--- src/rtl/e1_rx_hdb3_dec_pkg.sv ---
// ----------------------------------------------------------------------------
// e1_rx_hdb3_dec_pkg
//   Shared constants and helpers for the E1 receive HDB3 decoder and the
//   E1 loss-of-signal detector.
//   Contents:
//     E1_HDB3_LAT         decoder latency in bit periods (depth of the
//                         substitution-removal shift register)
//     E1_LOS_THRESH_DFLT  default number of consecutive no-pulse symbols
//                         before loss of signal is declared
//     sym_t / decode_sym  classification of one (hi, lo) line sample
// ----------------------------------------------------------------------------
package e1_rx_hdb3_dec_pkg;

  localparam int E1_HDB3_LAT        = 4;
  localparam int E1_LOS_THRESH_DFLT = 32;

  // One received line symbol after classification.
  typedef struct packed {
    logic pulse;  // a single-polarity mark was seen
    logic pol;    // 1 = positive, 0 = negative (only meaningful with pulse)
    logic both;   // both rails high: illegal, decoded as no pulse
  } sym_t;

  function automatic sym_t decode_sym(input logic hi, input logic lo);
    sym_t s;
    s.pulse = hi ^ lo;
    s.pol   = hi;
    s.both  = hi & lo;
    return s;
  endfunction

endpackage

--- src/rtl/e1_rx_los_det.sv ---
// ----------------------------------------------------------------------------
// e1_rx_los_det
//   Loss-of-signal detector for the E1 receive path. Counts consecutive
//   symbols without a pulse (8-bit, saturating at 255) and raises los once
//   the run reaches THRESH. Any pulse clears the run and los on that strobe.
//   Also reused by the framer LOS logic.
//   Parameters:
//     THRESH  run length that asserts los (valid 4..255)
//   Ports:
//     clk    in  system clock
//     rst_n  in  asynchronous active-low reset
//     stb    in  one-cycle symbol strobe
//     pulse  in  current symbol carries a pulse (valid with stb)
//     los    out loss of signal level
// ----------------------------------------------------------------------------
module e1_rx_los_det
  import e1_rx_hdb3_dec_pkg::*;
#(
  parameter int THRESH = E1_LOS_THRESH_DFLT
) (
  input  logic clk,
  input  logic rst_n,
  input  logic stb,
  input  logic pulse,
  output logic los
);

  localparam logic [7:0] LOS_THR = 8'(THRESH);

  logic [7:0] r_run;
  logic       r_los;
  logic [7:0] w_run_inc;

  // The run counter sticks at 255 so a very long silence can never wrap
  // back below the threshold and drop los by accident.
  assign w_run_inc = (r_run == 8'hFF) ? 8'hFF : r_run + 8'd1;

  always_ff @(posedge clk or negedge rst_n) begin
    if (!rst_n) begin
      r_run <= '0;
      r_los <= 1'b0;
    end else if (stb) begin
      if (pulse) begin
        r_run <= '0;
        r_los <= 1'b0;
      end else begin
        r_run <= w_run_inc;
        r_los <= (w_run_inc >= LOS_THR);
      end
    end
  end

  assign los = r_los;

endmodule

--- src/rtl/e1_rx_hdb3_dec.sv ---
// ----------------------------------------------------------------------------
// e1_rx_hdb3_dec
//   HDB3 line decoder for the E1 receive path. Consumes per-bit (hi, lo, stb)
//   samples from clock recovery, removes B00V / 000V substitutions and emits
//   NRZ data with a fixed latency of E1_HDB3_LAT bit periods. Detects code
//   errors (both rails high, or two successive violations of the same
//   polarity) and keeps a saturating error count.
//   Optional feature: define E1_RX_HDB3_LOS_EN to include the loss-of-signal
//   detector (e1_rx_los_det); otherwise los is tied low.
//   Parameters:
//     ERR_W       width of the saturating code-error counter
//     LOS_THRESH  consecutive no-pulse symbols before los asserts (4..255)
//   Ports:
//     clk       in  system clock
//     rst_n     in  asynchronous active-low reset
//     in_hi     in  positive-pulse sample (valid with in_stb)
//     in_lo     in  negative-pulse sample (valid with in_stb)
//     in_stb    in  one-cycle bit strobe
//     out_data  out decoded NRZ bit (valid with out_stb)
//     out_stb   out one-cycle strobe, one clk after in_stb
//     err_stb   out code-error pulse, coincident with out_stb
//     err_cnt   out saturating code-error count
//     err_clr   in  synchronous clear of err_cnt
//     los       out loss of signal level
// ----------------------------------------------------------------------------
module e1_rx_hdb3_dec
  import e1_rx_hdb3_dec_pkg::*;
#(
  parameter int ERR_W      = 16,
  parameter int LOS_THRESH = E1_LOS_THRESH_DFLT
) (
  input  logic             clk,
  input  logic             rst_n,
  input  logic             in_hi,
  input  logic             in_lo,
  input  logic             in_stb,
  output logic             out_data,
  output logic             out_stb,
  output logic             err_stb,
  output logic [ERR_W-1:0] err_cnt,
  input  logic             err_clr,
  output logic             los
);

  localparam logic [ERR_W-1:0] CNT_MAX = '1;

  logic [E1_HDB3_LAT-1:0] r_sr;
  logic                   r_last_pol;
  logic                   r_have_pulse;
  logic                   r_have_v;
  logic                   r_last_vpol;
  logic                   r_out_data;
  logic                   r_out_stb;
  logic                   r_err_stb;
  logic [ERR_W-1:0]       r_err_cnt;

  sym_t                   w_sym;
  logic                   w_is_v;
  logic                   w_err;

  assign w_sym  = decode_sym(in_hi, in_lo);

  // A violation repeats the polarity of the previous mark; it can only be
  // recognised once at least one mark has been seen since reset.
  assign w_is_v = w_sym.pulse & r_have_pulse & (w_sym.pol == r_last_pol);

  assign w_err  = in_stb & (w_sym.both |
                            (w_is_v & r_have_v & (w_sym.pol == r_last_vpol)));

  // Substitution removal: each symbol walks through a 4-deep shift register
  // before it is emitted. A violation clears the register, which blanks the
  // V and the three symbols before it -- exactly the span of both B00V and
  // 000V -- while the oldest symbol has already been taken out this strobe.
  always_ff @(posedge clk or negedge rst_n) begin
    if (!rst_n) begin
      r_sr         <= '0;
      r_last_pol   <= 1'b0;
      r_have_pulse <= 1'b0;
      r_have_v     <= 1'b0;
      r_last_vpol  <= 1'b0;
      r_out_data   <= 1'b0;
    end else if (in_stb) begin
      r_out_data <= r_sr[E1_HDB3_LAT-1];
      if (w_is_v) begin
        r_sr        <= '0;
        r_have_v    <= 1'b1;
        r_last_vpol <= w_sym.pol;
      end else begin
        r_sr <= {r_sr[E1_HDB3_LAT-2:0], w_sym.pulse};
      end
      if (w_sym.pulse) begin
        r_last_pol   <= w_sym.pol;
        r_have_pulse <= 1'b1;
      end
    end
  end

  // Output strobes are registered copies of the input strobe so that data
  // and error flag appear together one clock after the sample.
  always_ff @(posedge clk or negedge rst_n) begin
    if (!rst_n) begin
      r_out_stb <= 1'b0;
      r_err_stb <= 1'b0;
    end else begin
      r_out_stb <= in_stb;
      r_err_stb <= w_err;
    end
  end

  // Error counter: a clear that coincides with an error keeps that error,
  // and the count sticks at all-ones instead of wrapping.
  always_ff @(posedge clk or negedge rst_n) begin
    if (!rst_n) begin
      r_err_cnt <= '0;
    end else if (err_clr) begin
      r_err_cnt <= w_err ? ERR_W'(1) : '0;
    end else if (w_err && (r_err_cnt != CNT_MAX)) begin
      r_err_cnt <= r_err_cnt + ERR_W'(1);
    end
  end

  assign out_data = r_out_data;
  assign out_stb  = r_out_stb;
  assign err_stb  = r_err_stb;
  assign err_cnt  = r_err_cnt;

`ifdef E1_RX_HDB3_LOS_EN
  e1_rx_los_det #(
    .THRESH (LOS_THRESH)
  ) u_los_det (
    .clk   (clk),
    .rst_n (rst_n),
    .stb   (in_stb),
    .pulse (w_sym.pulse),
    .los   (los)
  );
`else
  assign los = 1'b0;
`endif

endmodule

--- config.mk ---
export PLATFORM = sky130hd
export DESIGN_NAME = e1_rx_hdb3_dec
export DESIGN_NICKNAME = d
export VERILOG_FILES = /design/src/rtl/e1_rx_hdb3_dec_pkg.sv /design/src/rtl/e1_rx_los_det.sv /design/src/rtl/e1_rx_hdb3_dec.sv
export SDC_FILE = /design/constraint.sdc
export NUM_CORES = 1
export LEC_CHECK = 0
export BUFFER_PORTS_ARGS = -buffer_cell sky130_fd_sc_hd__clkbuf_2
export CORE_UTILIZATION = 49
export DETAILED_ROUTE_END_ITERATION = 12
export PLACE_DENSITY = 0.72
export SYNTH_ARGS = -nofsm -noshare
export SYNTH_HDL_FRONTEND = slang
export SYNTH_SLANG_ARGS = --single-unit
--- constraint.sdc ---
create_clock -name clk -period 2.45 [get_ports clk]
set_input_delay 0.49 -clock clk [delete_from_list [all_inputs] [get_ports clk]]
set_output_delay 0.49 -clock clk [all_outputs]
set_load 0.05 [all_outputs]
# [Word-level counts from Yosys, hierarchy flattened]
# Index checks and enable logic that the tools add are counted.
[totals] reg_bits=27 latch_bits=0 mem_bits_rw=0 mem_bits_ro=0 input_bits=6 out_inout_bits=20 mem_count=0
[op_classes] n_addsub=1 multipliers=0 div_mod_pow=0 order_cmp=0 eq_ne=3 shifts=0 muxes=4 bitwise_logic=8 reduce_logical=4
[op_table] cell="$mux 16" count=2
[op_table] cell="$add 16x1->16 const B" count=1
[op_table] cell="$ne 16x16->1 const B" count=1
[op_table] cell="$and 1x1->1" count=6
[op_table] cell="$mux 4" count=1
[op_table] cell="$reduce_and 2->1" count=2
[op_table] cell="$eq 1x1->1" count=2
[op_table] cell="$reduce_bool 2->1" count=1
[op_table] cell="$logic_and 1x1->1" count=1
[op_table] cell="$mux 1" count=1
[op_table] cell="$or 1x1->1" count=1
[op_table] cell="$xor 1x1->1" count=1

# [Depth between registers and ports, before layout]
# Gate-level depths: netlist of run 1.
[logic_depth] depth_word=10 mapped_depth=8 mapped_depth_nobuf=7

# [Least setup slack after synthesis of run 1]
# Ideal clock, no wire load.
[synth_path] path_type="register to register" startpoint="register r_err_cnt[0], in the netlist err_cnt[0]" endpoint="register r_err_cnt[1], in the netlist err_cnt[1]" t_arrival_ns=2.219 setup_slack_ns=0.099 path_stages_with_launch=9 path_cell_list="dfrtp_1 > ha_1 > nand4_1 > o41ai_1 > o21bai_2 > buf_4 > buf_4 > mux2i_1 > nor2_1"
[synth_via] elab_chain_len=3
[synth_lines] item="start, declared" line="e1_rx_hdb3_dec.sv:55" source="logic [ERR_W-1:0] r_err_cnt;"
[synth_lines] item="start signal, assigned" line="e1_rx_hdb3_dec.sv:116" source="r_err_cnt <= w_err ? ERR_W'(1) : '0;"
[synth_lines] item="start signal, assigned" line="e1_rx_hdb3_dec.sv:118" source="r_err_cnt <= r_err_cnt + ERR_W'(1);"
[synth_lines] item="$add 16x1->16 / $ne 16x16->1 (equally long branches)" line="e1_rx_hdb3_dec.sv:118, e1_rx_hdb3_dec.sv:117"
[synth_lines] item="$mux 16 / $logic_and 1x1->1 (equally long branches)" line="e1_rx_hdb3_dec.sv:117" source="end else if (w_err && (r_err_cnt != CNT_MAX)) begin"
[synth_lines] item="$mux 16 / $reduce_bool 2->1 (equally long branches)"
# Several ways; a longest one is shown, not always the timed one. The select of a mux whose other input is x is not followed.
# A chain may end at the register's enable or synchronous reset.

# [Worst setup path after layout of run 1]
# Ends and elaborated chain as after synthesis.

==> run metrics, run 1 <==
Max Clk Rate=460 MHz; row count=18; number of setup violations in the final report=0; area added between synthesis and finish=11.0%; first-pass iteration count of the detailed router=4; required arrival time at the worst endpoint=2.67 ns; most frequent cells in the layout=dfrtp_1, clkbuf_2, nand2_1, a21oi_1; largest fanout on the critical path=24; clk sink count=27; Clock Path Buffers=2; IR drop worst, VDD=0.000392 V; post-synthesis cell count=139; diode count=0; pin slew with the least headroom to its limit=0.655 ns; Synth async-reset ratio=100%; largest net degree at the start of global routing=28; EDFF count, synth=0; Starting Density=53.7%; routed vias/inst=5.89; TritonCTS clock tree=done; max-capacitance violation count=0; net total in the final layout=169; leakage power=0.634 nW; net count after synthesis=147; endpoint of the most critical register-to-register path=err_cnt[1]; class of the most critical setup path=reg -> reg; post-CTS clock slew at the launch and capture registers of the worst setup and hold paths=0.14 ns; overall die area=0.00300 mm2; vertical extent of the die=54.8 um; slowest stage delay, CP=0.48 ns; Syn Area/Cell=9.83 um2; distinct cell type count after synthesis=36; type of element capturing the critical path=register; status=finished, final reports clean; Die Wd=54.8 um; mapped cell area=0.00137 mm2; startpoint of the most critical setup path=err_cnt[0]; routed length per placed instance=14.0 um; CTS H-tree depth=1; signal arrival time at the worst endpoint=2.40 ns; clock buffers created by TritonCTS=3; most common library cell in the layout ignoring fill and taps=dfrtp_1; top-level I/O count=26; global-route wire length before repair=4.40 mm; Synth top area share=49.5%; final design utilization=59.6%; global routing usage summed across all routing layers=20.7%; total length of routed wires=2.66 mm; total via count after detailed routing=1120; Max-Slew Margin vs Limit=56.3%; DRC violations left=0; Final HPWL DP=1.87 mm; stages on the worst setup path=6; DRC marker count from the first detailed-route iteration=32; Post-Route Setup TNS=0 ns; CTS root buf=clkbuf_4; Reg2Reg Launch Point=err_cnt[0]; proportion of layout cells with a drive suffix above 1=23.1%; Yosys reg bits=27; slowest library cell on the worst path=o41ai_1; power density over the cells=560 mW/mm2; warnings from Yosys=0; register-to-register setup slack=0.28 ns; floorplan core area=0.00254 mm2; area after detailed placement=0.00148 mm2; buffers and inverters on the worst path=0; final weighted congestion of routability-driven global placement=0.761; startpoint type of the worst setup path=register; Tcrit/Tclk final=88.7%; cells traversed along the worst timing path=ha_1, nand4_1, o41ai_1, o21bai_4, mux2i_1, nor2_1; worst setup skew after layout=0.00191 ns; number of hold violations in the final report=0; number of antenna violations at the first check in global routing=0; total grt overflow=0; number of cells traversed by the worst register-to-register path=6; Post-DRT Antenna Nets=0; Hold Path Class=in -> async; Non-Filler Cell Area, Final=0.00152 mm2; termination of the worst setup path=err_cnt[1]; ys flop type=dfrtp_1; cells taking the most area after synthesis=dfrtp_1, a21oi_1, or3_1, nand3_1, nand2_1; overall power after layout=0.849 mW; time the final worst path needs with I/O delays and setup=2.17 ns; sequential share of the synthesized area=49.5%; RSZ-0062 raised after global routing=no; number of buffers added for setup after CTS=0; cell type with the largest total area after synthesis=dfrtp_1; pins over their slew limit=0; # port buffers=24; clk_lat worst skew=0.33 ns; Crit path max-delay family=compound AO/OA/AOI/OAI gates; vias in the first global route=1000
[synth_stat cells (all sizes together), types with 2 or more instances]
cell	n
a21oi	13
and3	2
buf	5
clkbuf	2
dfrtp	27
ha	2
inv	7
mux2	3
nand2	12
nand2b	2
nand3	10
nand4	4
nor2	5
nor4	2
o21ai	8
o22ai	4
o31ai	5
or3	9
or4	5
[how the worst min path moves through the flow]
stage               startpoint           to  slack, ns
finish                   rst_n   err_cnt[9]       0.16
global placement      r_have_v     r_have_v       0.47
detailed placement    r_have_v     r_have_v       0.46
global route             rst_n  err_cnt[10]       0.21
CTS                      rst_n      err_stb       0.18
floorplan                rst_n   err_cnt[0]       0.19
[worst reg2reg max path, cell delays in order, from the launching register on]
cell	delay (ns)
dfrtp_1	0.46
ha_1	0.30
nand4_1	0.19
o41ai_1	0.48
o21bai_4	0.34
mux2i_1	0.24
nor2_1	0.06
[where the power goes]
part           internal (mW)  total [mW]  switching (mW)
clock network         0.0614       0.193           0.132
logic                 0.0503       0.155           0.105
registers              0.478       0.500          0.0225
[metrics by stage]
step | setup WS [ns] | hold WS [ns] | instances
2_1_floorplan | 0.0987 | 0.194 | 139
3_3_place_gp | 0.244 | 0.470 | 186
3_5_place_dp | 0.161 | 0.460 | 186
4_1_cts | 0.174 | 0.176 | 190
5_1_grt | 0.0470 | 0.211 | 190
6_report | 0.276 | 0.159 | 190
[area by class of cell]
type,instances,area [um2]
clock buffer,3,22.5
clock inverter,1,5.00
fill,230,1030
inverter,7,26.3
multi-input combinational,98,629
sequential,27,676
tap,30,37.5
timing repair buffer,24,120
[layer usage]
metal  wire, um  GRT usage [%]  share of wire [%]
met3        105           2.78                3.9
met1       1280           26.0                 48
met4         37           10.3                1.4
met5          0              0                  0
met2       1240           34.3                 47
[state kept, by name, summed over array words and instances, names as in the netlist]
name and count:
out_data 1, r_last_vpol 1, r_sr 4, r_last_pol 1, err_stb 1, err_cnt 16
r_have_v 1, out_stb 1, r_have_pulse 1
[cell families after synthesis]
logic type	after synthesis	share of synthesized area (%)
other	1	0.274
AND/OR/NAND/NOR	52	21.6
buffers and inverters	14	5.04
flip-flops	27	49.5
multiplexers	4	3.20
XOR/XNOR	1	0.641
AO/OA/AOI/OAI	38	17.9
adder cells (fa/ha/maj)	2	1.83
[timing repair]
action                                 4_1_cts  5_1_grt
setup endpoints to repair                    0        6
gates resized for setup                      0        1
endpoints found under the hold margin        0        0
hold buffers                                 0        0
Note: power is estimated with default switching activity, not from simulation.
==> run 2, diff against run 1 <==
--- a/config.mk
+++ b/config.mk
@@ -6,6 +6,7 @@
 export NUM_CORES = 1
 export LEC_CHECK = 0
 export BUFFER_PORTS_ARGS = -buffer_cell sky130_fd_sc_hd__clkbuf_2
+export CORE_MARGIN = 2
 export CORE_UTILIZATION = 49
 export DETAILED_ROUTE_END_ITERATION = 12
 export PLACE_DENSITY = 0.72
==> run metrics, run 2 (synthesis gave the netlist of run 1 again) <==
clk sink count=27; required arrival time at the worst endpoint=2.66 ns; row count=19; number of setup violations in the final report=0; register-to-register setup slack=0.26 ns; global-route wire length before repair=4.71 mm; non-filler cells, final=192; RSZ-0062 raised after global routing=no; number of fillers in the final layout=253; Max Clk Rate=458 MHz; CTS H-tree depth=1; Final HPWL DP=1.89 mm; diode count=0; max-capacitance violation count=0; most common library cell in the layout ignoring fill and taps=dfrtp_1; Clock Path Buffers=2; cells traversed along the worst timing path=ha_1, nand4_1, o41ai_1, o21bai_4, mux2i_1, nor2_1; worst setup skew after layout=0.0124 ns; DRC marker count from the first detailed-route iteration=43; area added between synthesis and finish=11.6%; number of hold violations in the final report=0; slowest stage delay, CP=0.50 ns; Crit path max-delay family=compound AO/OA/AOI/OAI gates; vias in the first global route=1087; floorplan core area=0.00271 mm2; number of placed instances, taps included=188; clock buffers created by TritonCTS=3; Hold Path Class=in -> async; proportion of layout cells with a drive suffix above 1=23.6%; leakage power=0.639 nW; pin slew with the least headroom to its limit=0.690 ns; top-level I/O count=26; Reg2Reg Launch Point=err_cnt[1]; Max-Slew Margin vs Limit=54.0%; largest fanout on the critical path=24; total length of routed wires=2.65 mm; buffers and inverters on the worst path=0; total grt overflow=0; total of hold buffers inserted after clock tree synthesis=0; Post-DRT Antenna Nets=0; power density over the cells=562 mW/mm2; Post-Route Setup TNS=0 ns; Tcrit/Tclk final=89.2%; type of element capturing the critical path=register; vertical extent of the die=56.8 um; number of cells traversed by the worst register-to-register path=6; overall die area=0.00323 mm2; signal arrival time at the worst endpoint=2.40 ns; routed vias/inst=5.89; pins over their slew limit=0; final weighted congestion of routability-driven global placement=0.783; largest net degree at the start of global routing=28; # port buffers=24; slowest library cell on the worst path=o41ai_1; first-pass iteration count of the detailed router=4; routed length per placed instance=13.8 um; most frequent cells in the layout=dfrtp_1, clkbuf_2, nand2_1, a21oi_1; TritonCTS clock tree=done; area after detailed placement=0.00149 mm2; Starting Density=50.4%; status=finished, final reports clean; number of antenna violations at the first check in global routing=0; startpoint type of the worst setup path=register; time the final worst path needs with I/O delays and setup=2.19 ns; IR drop worst, VDD=0.000452 V; class of the most critical setup path=reg -> reg; post-CTS clock slew at the launch and capture registers of the worst setup and hold paths=0.15 ns; clk_lat worst skew=0.33 ns; max FFs per register=16; total via count after detailed routing=1131; Die Wd=56.8 um; global routing usage summed across all routing layers=18.5%; endpoint of the most critical register-to-register path=err_cnt[1]; Non-Filler Cell Area, Final=0.00153 mm2; CTS root buf=clkbuf_4; DRC violations left=0; net total in the final layout=170
-- run 2: cell count changes in the layout (fill, tap and decap cells not counted), sizes merged --
cell	previous run	this run
buf	0	1
-- run 2: worst max path at each step --
stage	end	slack, ns	start	cells past startpoint
2_1_floorplan	err_cnt[1]	0.1	err_cnt[0]	8
3_3_place_gp	err_cnt[7]	0.25	in_hi	6
3_5_place_dp	err_cnt[8]	0.20	in_hi	7
4_1_cts	err_cnt[6]	0.21	err_cnt[1]	6
5_1_grt	err_cnt[4]	0.08	err_cnt[1]	6
6_report	err_cnt[1]	0.26	err_cnt[1]	6
-- run 2: power by group --
group | internal, mW | total (mW) | switching (mW) | leakage (nW)
sequential | 0.478 | 0.497 | 0.0190 | 0.354
clock | 0.0613 | 0.196 | 0.135 | 0.0177
combinational | 0.0539 | 0.164 | 0.110 | 0.267
-- run 2: final cells by class --
cell class / instances / area, um2 / area share (%)
sequential: 27 / 676 / 44.3
multi-input combinational: 98 / 629 / 41.3
timing repair buffer: 25 / 128 / 8.37
tap: 31 / 38.8 / 2.54
inverter: 7 / 26.3 / 1.72
clock buffer: 3 / 22.5 / 1.48
clock inverter: 1 / 5.00 / 0.328
-- run 2: what timing repair did --
action	4_1_cts	5_1_grt
hold endpoints to repair	0	0
endpoints found under the setup margin	0	5
buffers inserted	0	0
gates resized for setup	0	1
-- run 2: worst register-to-register path: stages (launching register included) --
cell      delay [ns]
dfrtp_1         0.44
ha_1            0.31
nand4_1         0.19
o41ai_1         0.50
o21bai_4        0.34
mux2i_1         0.25
nor2_1          0.05
-- run 2: layer usage --
metal	vias up	wire length (um)	GRT usage (%)
met5	-	0	0
met2	23	1320	30.6
met4	0	17	7.64
met1	549	1230	24.9
met3	2	78	2.07
li1	557	-	-
-- run 2: metrics by stage --
step	util, %	power, mW	hold slack, ns	setup WS (ns)
4_1_cts	56.0	0.863	0.177	0.208
5_1_grt	56.3	0.902	0.205	0.0774
3_5_place_dp	55.0	0.669	0.464	0.200
6_report	56.3	0.857	0.167	0.265
3_3_place_gp	55.0	0.662	0.466	0.246
2_1_floorplan	-	0.626	0.194	0.0987
